$ cat config.mk
export PLATFORM = sky130hd
export DESIGN_NAME = multi_cycle_ctrl_fsm
export DESIGN_NICKNAME = d
export VERILOG_FILES = /design/src/rtl/multi_cycle_pkg.sv /design/src/rtl/multi_cycle_ctrl_fsm_decode.sv /design/src/rtl/multi_cycle_ctrl_fsm.sv
export SDC_FILE = /design/constraint.sdc
export NUM_CORES = 1
export LEC_CHECK = 0
export CAP_MARGIN = 5
export CORE_MARGIN = 1
export CORE_UTILIZATION = 30
export DETAILED_ROUTE_END_ITERATION = 7
export GPL_ROUTABILITY_DRIVEN = 0
export PLACE_DENSITY = 0.6
export RECOVER_POWER = 100
export SLEW_MARGIN = 20
export SYNTH_ARGS = -nofsm -noshare
export SYNTH_HDL_FRONTEND = slang
export SYNTH_SLANG_ARGS = --single-unit
$ cat constraint.sdc
create_clock -name clk -period 6.45 [get_ports clk]
set_clock_uncertainty 0.1 [all_clocks]
set_input_delay 1.29 -clock clk [delete_from_list [all_inputs] [get_ports clk]]
set_output_delay 1.29 -clock clk [all_outputs]
set_load 0.01 [all_outputs]
$ cat src/rtl/multi_cycle_pkg.sv
// Shared definitions for the multi-cycle RV32I control FSM: state encoding,
// opcode constants, mux-select encodings and the control-vector payload.
package multi_cycle_pkg;

    localparam int unsigned OPC_W   = 7;
    localparam int unsigned STATE_W = 3;

    typedef enum logic [STATE_W-1:0] {
        ST_IF   = 3'd0,
        ST_ID   = 3'd1,
        ST_EX   = 3'd2,
        ST_MEM  = 3'd3,
        ST_WB   = 3'd4,
        ST_HALT = 3'd5
    } state_t;

    localparam logic [OPC_W-1:0] OPC_RTYPE  = 7'b0110011;
    localparam logic [OPC_W-1:0] OPC_IARITH = 7'b0010011;
    localparam logic [OPC_W-1:0] OPC_LOAD   = 7'b0000011;
    localparam logic [OPC_W-1:0] OPC_STORE  = 7'b0100011;
    localparam logic [OPC_W-1:0] OPC_BRANCH = 7'b1100011;
    localparam logic [OPC_W-1:0] OPC_JAL    = 7'b1101111;
    localparam logic [OPC_W-1:0] OPC_JALR   = 7'b1100111;
    localparam logic [OPC_W-1:0] OPC_ECALL  = 7'b1110011;

    localparam logic [1:0] WB_ALUOUT = 2'd0;
    localparam logic [1:0] WB_MDR    = 2'd1;
    localparam logic [1:0] WB_ALU    = 2'd2;

    localparam logic [1:0] SRCB_B    = 2'd0;
    localparam logic [1:0] SRCB_FOUR = 2'd1;
    localparam logic [1:0] SRCB_IMM  = 2'd2;

    localparam logic [1:0] ALUOP_ADD    = 2'd0;
    localparam logic [1:0] ALUOP_FUNCT  = 2'd1;
    localparam logic [1:0] ALUOP_BRANCH = 2'd2;

    // One cycle's worth of datapath control.
    typedef struct packed {
        logic       pc_write;
        logic       pc_source;
        logic       i_or_d;
        logic       mem_read;
        logic       mem_write;
        logic       ir_write;
        logic       mdr_write;
        logic       reg_write;
        logic [1:0] wb_sel;
        logic       alu_src_a;
        logic [1:0] alu_src_b;
        logic [1:0] alu_op_sel;
        logic       retire;
        logic       is_halted;
    } ctrl_t;

    // Opcodes that need an execute step; anything else (besides ECALL)
    // is treated as a NOP and goes straight to write-back.
    function automatic logic needs_ex(input logic [OPC_W-1:0] op);
        case (op)
            OPC_RTYPE, OPC_IARITH, OPC_LOAD, OPC_STORE,
            OPC_BRANCH, OPC_JAL, OPC_JALR: needs_ex = 1'b1;
            default:                       needs_ex = 1'b0;
        endcase
    endfunction

endpackage

$ cat src/rtl/multi_cycle_ctrl_fsm_decode.sv
// Pure combinational decoder: (state, opcode, alu_bcond, halt_req, mem_ready)
// -> control vector for the shared multi-cycle datapath.
//   i_state     current FSM state
//   i_opcode    IR[6:0]
//   i_alu_bcond branch comparison result
//   i_halt_req  ECALL halt request (x17==10)
//   i_mem_ready memory handshake
//   o_ctrl      control vector for this cycle
module mc_ctrl_decode
    import multi_cycle_pkg::*;
(
    input  state_t           i_state,
    input  logic [OPC_W-1:0] i_opcode,
    input  logic             i_alu_bcond,
    input  logic             i_halt_req,
    input  logic             i_mem_ready,
    output ctrl_t            o_ctrl
);

    logic w_is_load;
    logic w_is_store;

    assign w_is_load  = (i_opcode == OPC_LOAD);
    assign w_is_store = (i_opcode == OPC_STORE);

    // Moore-style decode per state; only the handshake/condition inputs
    // qualify strobes that fire on the completing cycle.
    always_comb begin
        o_ctrl = '0;
        case (i_state)
            ST_IF: begin
                o_ctrl.mem_read = 1'b1;
                o_ctrl.ir_write = i_mem_ready;
            end
            ST_ID: begin
                o_ctrl.alu_src_b = SRCB_IMM;
                o_ctrl.retire    = (i_opcode == OPC_ECALL) && i_halt_req;
            end
            ST_EX: begin
                case (i_opcode)
                    OPC_RTYPE: begin
                        o_ctrl.alu_src_a  = 1'b1;
                        o_ctrl.alu_src_b  = SRCB_B;
                        o_ctrl.alu_op_sel = ALUOP_FUNCT;
                    end
                    OPC_IARITH: begin
                        o_ctrl.alu_src_a  = 1'b1;
                        o_ctrl.alu_src_b  = SRCB_IMM;
                        o_ctrl.alu_op_sel = ALUOP_FUNCT;
                    end
                    OPC_LOAD, OPC_STORE, OPC_JALR: begin
                        o_ctrl.alu_src_a  = 1'b1;
                        o_ctrl.alu_src_b  = SRCB_IMM;
                    end
                    OPC_BRANCH: begin
                        o_ctrl.alu_src_a  = 1'b1;
                        o_ctrl.alu_src_b  = SRCB_B;
                        o_ctrl.alu_op_sel = ALUOP_BRANCH;
                        // Target was computed into ALUOut during ID.
                        o_ctrl.pc_write   = i_alu_bcond;
                        o_ctrl.pc_source  = i_alu_bcond;
                        o_ctrl.retire     = i_alu_bcond;
                    end
                    OPC_JAL: begin
                        // Link value PC+4 comes live from the ALU.
                        o_ctrl.alu_src_b  = SRCB_FOUR;
                        o_ctrl.reg_write  = 1'b1;
                        o_ctrl.wb_sel     = WB_ALU;
                        o_ctrl.pc_write   = 1'b1;
                        o_ctrl.pc_source  = 1'b1;
                        o_ctrl.retire     = 1'b1;
                    end
                    default: ;
                endcase
            end
            ST_MEM: begin
                o_ctrl.i_or_d    = 1'b1;
                o_ctrl.mem_read  = w_is_load;
                o_ctrl.mem_write = w_is_store;
                if (i_mem_ready) begin
                    o_ctrl.mdr_write = w_is_load;
                    if (w_is_store) begin
                        o_ctrl.pc_write  = 1'b1;
                        o_ctrl.alu_src_b = SRCB_FOUR;
                        o_ctrl.retire    = 1'b1;
                    end
                end
            end
            ST_WB: begin
                o_ctrl.alu_src_b = SRCB_FOUR;
                o_ctrl.pc_write  = 1'b1;
                o_ctrl.retire    = 1'b1;
                case (i_opcode)
                    OPC_RTYPE, OPC_IARITH: begin
                        o_ctrl.reg_write = 1'b1;
                        o_ctrl.wb_sel    = WB_ALUOUT;
                    end
                    OPC_LOAD: begin
                        o_ctrl.reg_write = 1'b1;
                        o_ctrl.wb_sel    = WB_MDR;
                    end
                    OPC_JALR: begin
                        // ALUOut holds rs1+imm; the live ALU gives PC+4 for rd.
                        o_ctrl.reg_write = 1'b1;
                        o_ctrl.wb_sel    = WB_ALU;
                        o_ctrl.pc_source = 1'b1;
                    end
                    default: ;
                endcase
            end
            ST_HALT: begin
                o_ctrl.is_halted = 1'b1;
            end
            default: ;
        endcase
    end

endmodule

$ cat src/rtl/multi_cycle_ctrl_fsm.sv
// Control FSM for the shared multi-cycle RV32I datapath: state register,
// next-state logic, retired-instruction counter and output gating.
//   clk, reset (async, active-low)
//   opcode, alu_bcond, halt_req, mem_ready : sequencing inputs
//   pc_write .. alu_op_sel                 : datapath strobes / selects
//   retire, inst_count, is_halted          : retirement and halt status
module multi_cycle_ctrl_fsm
    import multi_cycle_pkg::*;
#(
    parameter int unsigned CNT_W = 32
) (
    input  logic             clk,
    input  logic             reset,
    input  logic [OPC_W-1:0] opcode,
    input  logic             alu_bcond,
    input  logic             halt_req,
    input  logic             mem_ready,
    output logic             pc_write,
    output logic             pc_source,
    output logic             i_or_d,
    output logic             mem_read,
    output logic             mem_write,
    output logic             ir_write,
    output logic             mdr_write,
    output logic             reg_write,
    output logic [1:0]       wb_sel,
    output logic             alu_src_a,
    output logic [1:0]       alu_src_b,
    output logic [1:0]       alu_op_sel,
    output logic             retire,
    output logic [CNT_W-1:0] inst_count,
    output logic             is_halted
);

    state_t           r_state;
    state_t           w_state_nxt;
    logic [CNT_W-1:0] r_inst_count;
    ctrl_t            w_ctrl;
    ctrl_t            w_ctrl_out;

    mc_ctrl_decode u_decode (
        .i_state     (r_state),
        .i_opcode    (opcode),
        .i_alu_bcond (alu_bcond),
        .i_halt_req  (halt_req),
        .i_mem_ready (mem_ready),
        .o_ctrl      (w_ctrl)
    );

    // State register.
    always_ff @(posedge clk or negedge reset) begin
        if (!reset) begin
            r_state <= ST_IF;
        end else begin
            r_state <= w_state_nxt;
        end
    end

    // Next-state logic.
    always_comb begin
        w_state_nxt = r_state;
        case (r_state)
            ST_IF: begin
                if (mem_ready) w_state_nxt = ST_ID;
            end
            ST_ID: begin
                if (opcode == OPC_ECALL) begin
                    w_state_nxt = halt_req ? ST_HALT : ST_WB;
                end else if (needs_ex(opcode)) begin
                    w_state_nxt = ST_EX;
                end else begin
                    w_state_nxt = ST_WB;
                end
            end
            ST_EX: begin
                case (opcode)
                    OPC_LOAD, OPC_STORE: w_state_nxt = ST_MEM;
                    OPC_BRANCH:          w_state_nxt = alu_bcond ? ST_IF : ST_WB;
                    OPC_JAL:             w_state_nxt = ST_IF;
                    default:             w_state_nxt = ST_WB;
                endcase
            end
            ST_MEM: begin
                if (mem_ready) begin
                    w_state_nxt = (opcode == OPC_STORE) ? ST_IF : ST_WB;
                end
            end
            ST_WB:   w_state_nxt = ST_IF;
            ST_HALT: w_state_nxt = ST_HALT;
            default: w_state_nxt = ST_IF;
        endcase
    end

    // Retired-instruction counter; wraps naturally.
    always_ff @(posedge clk or negedge reset) begin
        if (!reset) begin
            r_inst_count <= '0;
        end else if (w_ctrl.retire) begin
            r_inst_count <= r_inst_count + CNT_W'(1);
        end
    end

    // No strobe may escape while reset is held, even mid-transaction.
    assign w_ctrl_out = reset ? w_ctrl : '0;

    assign pc_write   = w_ctrl_out.pc_write;
    assign pc_source  = w_ctrl_out.pc_source;
    assign i_or_d     = w_ctrl_out.i_or_d;
    assign mem_read   = w_ctrl_out.mem_read;
    assign mem_write  = w_ctrl_out.mem_write;
    assign ir_write   = w_ctrl_out.ir_write;
    assign mdr_write  = w_ctrl_out.mdr_write;
    assign reg_write  = w_ctrl_out.reg_write;
    assign wb_sel     = w_ctrl_out.wb_sel;
    assign alu_src_a  = w_ctrl_out.alu_src_a;
    assign alu_src_b  = w_ctrl_out.alu_src_b;
    assign alu_op_sel = w_ctrl_out.alu_op_sel;
    assign retire     = w_ctrl_out.retire;
    assign is_halted  = w_ctrl_out.is_halted;
    assign inst_count = r_inst_count;

endmodule

==> run_results.csv <==
group,metric,value,unit
outcome,run_status,"finished with violations",
outcome,failed_checks,"max-capacitance violations, max-slew violations",
layout,drive_above_1_share,3.73,%
layout,area_delta_synth_final,29.4,%
clock_network,post_cts_buffers,0,
clock_network,clock-sinks,35,
clock_network,cts_buffer_depth,2,
timing,final_max_slew_viol_count,31,
worst_setup_path,r2r_start,"r_state[1]$_DFFE_PN0P_",
timing,rsz0062_at_grt,"false",
floorplan,die_area,0.00788,mm^2
floorplan,start_util,31.1,%
grt,antenna_found_initial,0,
synthesis,ys_seq_area_share,38.8,%
clock_network,hold_buffers,0,
synthesis,avgSynthCellArea,9.53,um^2
synthesis,synth-main-ff-cell,"dfrtp_1",
floorplan,die_y,88.8,um
clock_network,cts_inserted_buffers,5,
clock_network,worstSkewPairLatency,0.28,ns
grt,grt_max_degree,33,
grt,grt_pass1_vias,1866,
timing,hold_violations,0,
worst_setup_path,required,5.06,ns
timing,finalSetupViolations,0,
timing,setup_tns,0,ns
worst_setup_path,critPathLaunch,"opcode[3]",
worst_setup_path,startpoint_type,"primary input",
power_and_ir_drop,power_density,232,mW/mm^2
grt,grt_pass1_wl,9.26,mm
synthesis,synthesis.nets,250,
clock_network,post_cts_resized,0,
placement,placed_cells,386,
timing,relSlewSlack,-6.65,%
clock_network,htreeDepth,2,
detailed_routing,wl,5.68,mm
clock_network,path_clk_slew,0.07,ns
min_path,hold_class,"reg -> reg",
worst_setup_path,path_max_fanout,31,
placement,dp_hpwl,4.13,mm
synthesis,synth_edf_count,0,
worst_setup_path,arrival,4.32,ns
power_and_ir_drop,p_leak,1.35,nW
detailed_routing,wire_per_inst,14.4,um
grt,grt-ovfl-total,0,
layout,fin_nets,307,
placement,port_buffers,60,
synthesis,ys_types,48,
synthesis,synth.area.top_cells,"dfrtp_1, xor2_1, a211oi_1",
detailed_routing,first_iter_violations,138,
synthesis,netlist_area,0.00226,mm^2
grt,track_usage,15.2,%
detailed_routing,via_per_inst,5.01,
synthesis,synth.most_common_cell,"dfrtp_1",
min_path,holdCritStartpoint,"inst_count[31]$_DFFE_PN0P_",
synthesis,ys_seq_elements,35,
synthesis,yosysWarningCount,0,
synthesis,synthArstFlopShare,100,%
timing,post-route-period-util,88.6,%
floorplan,core_area,0.00725,mm^2
clock_network,cts_tree,"done",
detailed_routing,ant_nets,0,
synthesis,syn_inst,237,
floorplan,die_w,88.8,um
detailed_routing,drt_first_pass_iters,4,
floorplan,ios,61,
worst_setup_path,critPathKind,"in -> out",
synthesis,yosys.area.top_type_share,38.8,%
layout,layoutNonFillerInstCount,394,
power_and_ir_drop,peakVddDrop,0.000110,V
layout,num_antenna_cells,0,
worst_setup_path,cp-end-kind,"output pin",
detailed_routing,drcViolationCount,0,
synthesis,yosys-top-cells-count,"dfrtp_1, xor2_1, nand2_1, nand3_1, nor2_1",
timing,max_freq,0.175,GHz
timing,whs,0.372,ns
floorplan,rows,31,
timing,tightest_slew,1.60,ns
timing,fin_crit,5.71,ns
detailed_routing,vias,1974,
synthesis,yosysTopAreaCell,"dfrtp_1",
clock_network,cts_root_buf,"clkbuf_8",
flow_run,drv_cap,1,
## sequential cells by signal, summed over array words and instances (netlist names)
register    count
inst_count     32
r_state         3
## routing by layer
| layer | share of wire [%] | GRT usage, % |
|---|---|---|
| met5 | 0 | 0 |
| met4 | 1.7 | 4.40 |
| met3 | 2.7 | 2.61 |
| met2 | 46 | 23.5 |
| met1 | 50 | 21.7 |
## cell type report
type                    count  area (um^2)
clock buffers               7         76.3
flip-flops and latches     35          876
multi-input cells         180         1200
well taps                  99          124
fillers                   763         4330
inverters                   9         33.8
repair buffers             63          611
clock inverters             1         5.00
## worst max-delay path, stage by stage
cell and delay [ns]:
dlygate4sd3_1 0.61, nand4bb_1 0.40, nor4b_1 0.66, nor4_4 0.11, clkbuf_2 0.42, nor2_1 0.27, clkdlybuf4s50_1 0.56
## cells in the final DEF, fill, tap and decap left out, types with 12 or more instances in the layout
cell type,Yosys,routed
a211oi_1,14,14
a21oi_1,14,14
clkdlybuf4s50_1,0,12
dfrtp_1,35,35
dlygate4sd3_1,0,47
nand2_1,18,18
nand3_1,16,16
nor2_1,15,15
xor2_1,26,26
## final timing paths
check                                                   to  cells after the start  slack [ns]
worst max-delay path                              pc_write                      7        0.74
worst min-delay path            inst_count[31]$_DFFE_PN0P_                      1        0.37
worst max register to register  inst_count[31]$_DFFE_PN0P_                      6        3.23
worst min register to register  inst_count[31]$_DFFE_PN0P_                      1        0.37
max in group asynchronous        inst_count[7]$_DFFE_PN0P_                      2        3.40
min in group asynchronous           r_state[2]$_DFFE_PN0P_                      1        0.93
## stage by stage
step / power [mW] / instance area [um^2] / util (%) / setup slack (ns)
final: 0.678 / 2920 / 40.3 / 0.736
after global routing: 0.724 / 2920 / 40.3 / 0.540
after detailed placement: 0.561 / 2940 / 40.5 / 1.20
after floorplan: 0.451 / 2260 / - / 2.34
after CTS: 0.713 / 3020 / 41.6 / 1.18
after global placement: 0.561 / 2940 / 40.5 / 1.24
## cell families (layout without fill, tap and decap cells)
group	Yosys count	in the layout	synth area share, %
simple gates	95	95	24.5
compound gates	50	50	18.6
flops	35	35	38.8
xor+xnor	33	33	12.8
buf+inv	22	80	4.27
fa+ha+maj	1	1	0.554
mux	1	1	0.499
## power by group
group / switching [mW] / internal, mW / leakage [nW] / total (mW)
registers: 0.0547 / 0.245 / 0.449 / 0.300
logic: 0.130 / 0.100 / 0.855 / 0.231
clock network: 0.0724 / 0.0757 / 0.0422 / 0.148
(Power assumes the default switching activity.)
